--- src/rtl/slurm16_flash_dma.sv ---
// Flash-to-memory DMA: buffers a 16-bit source stream in a small FIFO and issues
// auto-incrementing writes on the memory arbiter's flash write port.
module slurm16_flash_dma #(
    parameter int FIFO_DEPTH = 4
) (
    input  logic        CLK,
    input  logic        RSTb,
    input  logic        dma_start,
    input  logic        dma_abort,
    input  logic [15:0] dma_base_addr,
    input  logic [15:0] dma_count,
    input  logic [15:0] src_data,
    input  logic        src_valid,
    output logic        src_ready,
    output logic [15:0] fl_memory_address,
    output logic [15:0] fl_memory_data,
    output logic        fl_wvalid,
    input  logic        fl_wready,
    output logic        busy,
    output logic        done,
    output logic        aborted
);
    localparam int PW = $clog2(FIFO_DEPTH);
    localparam int CW = PW + 1;
    localparam logic [CW-1:0] FULL_CNT = CW'(FIFO_DEPTH);

    typedef enum logic [1:0] {
        IDLE  = 2'd0,
        RUN   = 2'd1,
        FLUSH = 2'd2,
        DONE  = 2'd3
    } state_t;

    state_t          state_r;
    logic [15:0]     addr_r;
    logic [15:0]     accept_cnt_r;
    logic [15:0]     wr_cnt_r;
    logic [15:0]     data_r;
    logic            wvalid_r;
    logic            busy_r;
    logic            done_r;
    logic            aborted_r;
    logic [15:0]     fifo_mem_r [FIFO_DEPTH];
    logic [PW-1:0]   wr_ptr_r;
    logic [PW-1:0]   rd_ptr_r;
    logic [CW-1:0]   fifo_cnt_r;

    logic            src_ready_s;
    logic            src_fire_s;
    logic            wr_done_s;
    logic            last_wr_s;
    logic            load_s;
    logic            bypass_s;
    logic            push_s;
    logic            pop_s;
    logic            flush_end_s;

    // Handshake decode and output-register load selection
    always_comb begin
        src_ready_s = (state_r == RUN) && (accept_cnt_r != 16'd0) && (fifo_cnt_r != FULL_CNT);
        src_fire_s  = src_valid && src_ready_s;
        wr_done_s   = wvalid_r && fl_wready;
        last_wr_s   = wr_done_s && (wr_cnt_r == 16'd1);
        flush_end_s = (state_r == FLUSH) && (!wvalid_r || wr_done_s);
        // An abort freezes the output register so no new write is started
        if ((state_r == RUN) && !dma_abort && !last_wr_s && (!wvalid_r || wr_done_s)
            && ((fifo_cnt_r != {CW{1'b0}}) || src_fire_s)) begin
            load_s = 1'b1;
        end else begin
            load_s = 1'b0;
        end
        bypass_s = load_s && (fifo_cnt_r == {CW{1'b0}});
        pop_s    = load_s && !bypass_s;
        push_s   = src_fire_s && !bypass_s;
    end

    // Source FIFO storage, pointers and occupancy
    always_ff @(posedge CLK or negedge RSTb) begin
        if (!RSTb) begin
            for (int i = 0; i < FIFO_DEPTH; i++) begin
                fifo_mem_r[i] <= 16'h0000;
            end
            wr_ptr_r   <= {PW{1'b0}};
            rd_ptr_r   <= {PW{1'b0}};
            fifo_cnt_r <= {CW{1'b0}};
        end else if (flush_end_s) begin
            wr_ptr_r   <= {PW{1'b0}};
            rd_ptr_r   <= {PW{1'b0}};
            fifo_cnt_r <= {CW{1'b0}};
        end else begin
            if (push_s) begin
                fifo_mem_r[wr_ptr_r] <= src_data;
                wr_ptr_r             <= wr_ptr_r + PW'(1);
            end
            if (pop_s) begin
                rd_ptr_r <= rd_ptr_r + PW'(1);
            end
            case ({push_s, pop_s})
                2'b10:   fifo_cnt_r <= fifo_cnt_r + CW'(1);
                2'b01:   fifo_cnt_r <= fifo_cnt_r - CW'(1);
                default: fifo_cnt_r <= fifo_cnt_r;
            endcase
        end
    end

    // Transfer sequencer with registered arbiter-side outputs
    always_ff @(posedge CLK or negedge RSTb) begin
        if (!RSTb) begin
            state_r      <= IDLE;
            addr_r       <= 16'h0000;
            accept_cnt_r <= 16'h0000;
            wr_cnt_r     <= 16'h0000;
            data_r       <= 16'h0000;
            wvalid_r     <= 1'b0;
            busy_r       <= 1'b0;
            done_r       <= 1'b0;
            aborted_r    <= 1'b0;
        end else begin
            done_r <= 1'b0;
            case (state_r)
                IDLE: begin
                    if (dma_start) begin
                        aborted_r <= 1'b0;
                        addr_r    <= dma_base_addr;
                        if (dma_count != 16'd0) begin
                            accept_cnt_r <= dma_count;
                            wr_cnt_r     <= dma_count;
                            busy_r       <= 1'b1;
                            state_r      <= RUN;
                        end else begin
                            done_r  <= 1'b1;
                            state_r <= DONE;
                        end
                    end
                end
                RUN: begin
                    if (src_fire_s) begin
                        accept_cnt_r <= accept_cnt_r - 16'd1;
                    end
                    if (wr_done_s) begin
                        wr_cnt_r <= wr_cnt_r - 16'd1;
                        addr_r   <= addr_r + 16'd1;
                    end
                    if (load_s) begin
                        wvalid_r <= 1'b1;
                        data_r   <= bypass_s ? src_data : fifo_mem_r[rd_ptr_r];
                    end else if (wr_done_s) begin
                        wvalid_r <= 1'b0;
                    end
                    // Final completion wins over a simultaneous abort
                    if (last_wr_s) begin
                        busy_r  <= 1'b0;
                        done_r  <= 1'b1;
                        state_r <= DONE;
                    end else if (dma_abort) begin
                        state_r <= FLUSH;
                    end
                end
                FLUSH: begin
                    if (wr_done_s) begin
                        wr_cnt_r <= wr_cnt_r - 16'd1;
                        addr_r   <= addr_r + 16'd1;
                    end
                    if (flush_end_s) begin
                        wvalid_r  <= 1'b0;
                        busy_r    <= 1'b0;
                        done_r    <= 1'b1;
                        aborted_r <= 1'b1;
                        state_r   <= DONE;
                    end
                end
                DONE: begin
                    state_r <= IDLE;
                end
                default: begin
                    state_r <= IDLE;
                end
            endcase
        end
    end

    assign src_ready         = src_ready_s;
    assign fl_memory_address = addr_r;
    assign fl_memory_data    = data_r;
    assign fl_wvalid         = wvalid_r;
    assign busy              = busy_r;
    assign done              = done_r;
    assign aborted           = aborted_r;
endmodule

--- config.mk ---
export PLATFORM = sky130hd
export DESIGN_NAME = slurm16_flash_dma
export DESIGN_NICKNAME = d
export VERILOG_FILES = /design/src/rtl/slurm16_flash_dma.sv
export SDC_FILE = /design/constraint.sdc
export NUM_CORES = 1
export LEC_CHECK = 0
export CAP_MARGIN = 15
export CORE_ASPECT_RATIO = 0.6
export CORE_MARGIN = 4
export CORE_UTILIZATION = 44
export DETAILED_ROUTE_END_ITERATION = 16
export GPL_ROUTABILITY_DRIVEN = 0
export GPL_TIMING_DRIVEN = 0
export PLACE_DENSITY = 0.62
export REMOVE_ABC_BUFFERS = 1
export SYNTH_ARGS = -nofsm -noshare
export SYNTH_HDL_FRONTEND = slang
export SYNTH_SLANG_ARGS = --single-unit
export TNS_END_PERCENT = 1
--- constraint.sdc ---
create_clock -name CLK -period 3.9 [get_ports CLK]
set_input_delay 0.78 -clock CLK [delete_from_list [all_inputs] [get_ports CLK]]
set_output_delay 0.78 -clock CLK [all_outputs]
set_load 0.1 [all_outputs]
After elaboration in Yosys (flattened, before gate mapping):

Cells that the tools add are included.

* $lt $le $gt $ge: 3
* muxes and demuxes: 45
* $add $sub $neg: 7
* bitwise logic cells: 3
* reduce and logical (&&, ||, !) cells: 43
* equality and inequality tests: 15

Operators by type and width (count)
* $mux 16: 10
* $pmux 16 s2: 3
* $bwmux 64: 1
* $bmux 16 s2: 1
* $demux 16 s2: 1
* $reduce_bool 16->1: 2
* $sub 16x1->16 const B: 2
* $mux 2: 9
* $add 16x1->16 const B: 1
* $eq 16x1->1 const B: 1
* $logic_and 1x1->1: 14
* $mux 1: 13
* $reduce_and 3->1: 4
* $reduce_bool 2->1: 6
* $ne 2x2->1 const B: 5
* $ne 3x3->1 const B: 3
* $reduce_bool 3->1: 3
* $pmux 2 s4: 1
* $reduce_and 4->1: 2
* $eq 2x2->1 const B: 3
* $ge 3x3->1 const B: 2
* $not 2->3: 2
* $pmux 1 s3: 2
* $pmux 3 s2: 1
* 16 further kinds: 24

* logic and storage cells: 132
* register bits: 141
* output and inout bits: 37
* input port bits: 54

Depth between registers and ports, before layout:

* depth in word-level cells: 13
* mapped depth: 11
* mapped depth without buffers: 9

Worst setup path before layout:

No wires, ideal clock.

* path kind: reg2out
* from: register accept_cnt_r[0]
* to: output src_ready
* path slack: -0.224 ns
* stages on the path, launching flop included: 7
* data required time: 3.120 ns
* arrival time: 3.344 ns
* path buffers: 0
* path through: dfrtp_1 -> inv_1 -> ha_1 -> nor3b_2 -> nand4_1 -> nor4_1 -> a211oi_1

* longest elaborated chain between the ends: 3

RTL lines
* start, declared: RTL line 36 `logic [15:0] accept_cnt_r;`
* start signal, assigned: RTL line 126 `accept_cnt_r <= dma_count;`
* start signal, assigned: RTL line 138 `accept_cnt_r <= accept_cnt_r - 16'd1;`
* $reduce_bool 16->1: RTL line 60 `src_ready_s = (state_r == RUN) && (accept_cnt_r != 16'd0) && (fifo_cnt_r != FULL_CNT);`
* $logic_and 1x1->1 (2 in a row): RTL line 60
* end, declared: RTL line 14 `output logic src_ready,`

No other way between the ends.

Worst setup path in the final report:

* from: register state_r[1]
* to: output src_ready

* longest elaborated chain between the ends: 3

RTL lines
* start, declared: RTL line 34 `state_t state_r;`
* start signal, assigned: RTL line 109 `state_r <= IDLE;`
* start signal, assigned: RTL line 129 `state_r <= RUN;`
* start signal, assigned: RTL line 132 `state_r <= DONE;`
* $eq 2x1->1: RTL line 60
* $logic_and 1x1->1 (2 in a row): RTL line 60

No other way between the ends.

==> impl_metrics.ini <==
[cells_and_area]
n_antenna_cell = 0
area_growth_pct = 24.26
fin_cells = 996
stdcell_area_um2 = 9339
drive_gt1_share_pct = 19.27
layout.nets = 822

[placement]
postPlaceCellArea_um2 = 8661
post-place-ws_ns = -0.2875
place_inst = 963
dp_hpwl_um = 13510
port_buffers = 90

[setup_path]
r2r_end = fifo_cnt_r[1]
critical_path.max_fanout = 26
cp.depth = 5
slowest_delay_ns = 0.60
critPathCapture = src_ready
path_buf_inv = 3
ff2ff_setup_slack_ns = 0.54
crit_arrival_ns = 2.83
cp_top_family = buffers and inverters
cp_slowest_cell = clkdlybuf4s15_2
worstPathCellList = inv_1 > ha_2 > clkinv_1 > a211oi_1 > clkdlybuf4s15_2
endpoint_kind = primary output
crit_required_ns = 3.12
crit_path_start_kind = register
critical_path.startpoint = state_r[1]
r2r_cells = 9
path_class = reg -> out
reg2reg_from = accept_cnt_r[0]

[routing]
drc = 0
totalWireLength_um = 19710
antenna_left = 0
first_iter_violations = 562
first_pass_iters = 6
routed-via-count = 5890
drt-vias-per-instance = 5.914
routedWlPerCell_um = 19.79

[clock_tree]
clkLatencyLatePin_ns = 0.42
post_cts.repair.setup_buffers = 0
cts_tree = built
clockBufferDepth = 2
cts_resized = 5
cts_root_buf = clkbuf_16
htree_levels = 4
path_clk_slew_ns = 0.07
ctsHoldBuffers = 0
cts_sinks = 141
numCtsBuffers = 17

[grt]
grt_start_max_net_pins = 84
grt_pass1_wl_um = 32110
grt_overflow = 0
grt_pass1_vias = 5928
antenna_found_initial = 0
track_usage_pct = 21.15

[timing]
hold_slack_ns = 0.3180
layout_setup_ws_ns = 0.2891
fmax_mhz = 276.9
min_period_ns = 3.611
rsz0062_at_grt = false
clock_skew_ns = 0.01047
slew_violations = 0
slew_headroom_pct = 33.17
tightest_slew_ns = 0.9993
hold_viol = 0
finalSetupViolCount = 0
fin_crit_sh_pct = 92.59

[logic_synthesis]
syn_avg_cell_area_um2 = 11.15
yosys_most_used_dff = dfrtp_1
ys_async_sr_fraction_pct = 100.0
yosysWarnings = 0
synth_edf_count = 0
syn-instance-count = 674
synth_cell_types = 65
ys_seq_area_share_pct = 46.95
synth-seq-cells = 141
synth_area_um2 = 7516

[floorplanning]
die_h_um = 109.2
start_util_pct = 45.59
core_area_um2 = 16490
std_cell_rows = 36
die_x_um = 176.7
io_pins = 91
die_area_um2 = 19310

[job]
drv_cap = 0

[power_and_ir_drop]
peakVddDrop_v = 0.0006419
total_power_mw = 10.01
p_leak_nw = 3.940
power_density_nw_per_um2 = 1072

[outcome]
status = completed

[hold_path]
hold_path.class = in -> async
-- cells in the mapped netlist, types with 5 or more instances --
master | instances | area (um2)
a21oi_1 | 62 | 310.3
a2bb2oi_1 | 8 | 70.07
and3_1 | 12 | 75.07
clkbuf_1 | 29 | 108.9
dfrtp_1 | 141 | 3528
ha_1 | 12 | 150.1
inv_1 | 13 | 48.80
mux2_2 | 24 | 270.3
mux2_4 | 40 | 600.6
mux2i_1 | 11 | 110.1
mux4_2 | 16 | 360.4
nand2_1 | 45 | 168.9
nand3_1 | 22 | 110.1
nand4_1 | 6 | 37.54
nor2_1 | 53 | 198.9
nor3_1 | 11 | 55.05
nor4_1 | 7 | 43.79
o211ai_1 | 5 | 37.54
o21ai_0 | 31 | 155.2
o22ai_1 | 44 | 275.3
-- per-stage QoR --
| stage | util, % | setup TNS [ns] |
|---|---|---|
| floorplan | - | -1.880 |
| global placement | 51.73 | -602.97 |
| detailed placement | 52.53 | -0.2875 |
| CTS | 56.48 | 0 |
| global route | 56.65 | 0 |
| finish | 56.65 | 0 |
-- area by class of cell --
class | instances | area [um2]
Clock inverter | 15 | 221.5
Sequential cell | 141 | 3528
Tap cell | 228 | 285.3
Fill cell | 1364 | 7147
Multi-Input combinational cell | 481 | 3784
Inverter | 15 | 56.30
Timing Repair Buffer | 99 | 1039
Clock buffer | 17 | 425.4
-- logic make-up (layout without fill, tap and decap cells) --
group | count (synthesis) | in the layout | synth area share (%)
simple gates | 185 | 185 | 13.40
fa+ha+maj | 13 | 13 | 2.264
compound gates | 189 | 189 | 16.13
buf+inv | 52 | 146 | 3.063
mux | 91 | 91 | 17.85
flops | 141 | 141 | 46.95
xor+xnor | 3 | 3 | 0.3497
-- per-layer routing --
layer  vias to the layer above  global-route usage (%)  part of all wire [%]
met2                       217                   31.86                    45
met3                        20                   5.648                   6.7
met5                         -                       0                     0
li1                       2695                       -                     -
met1                      2958                   30.76                    48
met4                         0                   4.967                   1.1
-- flip-flops by register name, summed over array words and instances (netlist names) --
signal and count:
rd_ptr_r 2, wr_ptr_r 2, fifo_cnt_r 3, busy 1, fifo_mem_r 64, aborted 1
accept_cnt_r 16, fl_memory_data 16, done 1, fl_memory_address 16, fl_wvalid 1, wr_cnt_r 16
state_r 2
-- worst min path at each step --
stage | from | end | slack [ns]
global route | RSTb | fl_memory_address[12] | 0.36
finish | RSTb | fl_memory_address[12] | 0.32
detailed placement | busy | busy | 0.48
global placement | busy | busy | 0.47
CTS | RSTb | fl_memory_address[12] | 0.34
floorplan | fifo_mem_r[18] | fifo_mem_r[18] | 0.47
-- where the power goes --
group / switching (mW) / internal [mW]
sequential: 0.674 / 2.18
combinational: 3.32 / 2.03
clock: 0.700 / 1.10
total: 4.70 / 5.31
-- cells in the final DEF, fill, tap and decap left out, types with 4 or more instances in the layout --
cell type        synthesis  final
a211o_1                  4      4
a21oi_1                 62     61
a2bb2oi_1                8      8
and3_1                  12     12
bufinv_16                0      4
clkbuf_16                0     17
clkdlybuf4s50_1          0     88
dfrtp_1                141    141
ha_1                    12     10
inv_1                   13     13
inv_6                    0      5
mux2_2                  24     24
mux2_4                  40     40
mux2i_1                 11     11
mux4_2                  16     16
nand2_1                 45     45
nand2b_1                 4      4
nand3_1                 22     22
nand3_4                  4      4
nand4_1                  6      6
nor2_1                  53     53
nor3_1                  11     10
nor4_1                   7      7
o211ai_1                 5      5
o21a_1                   4      4
o21ai_0                 31     31
o22ai_1                 44     44
No activity file was read; power rests on OpenSTA's default activity.
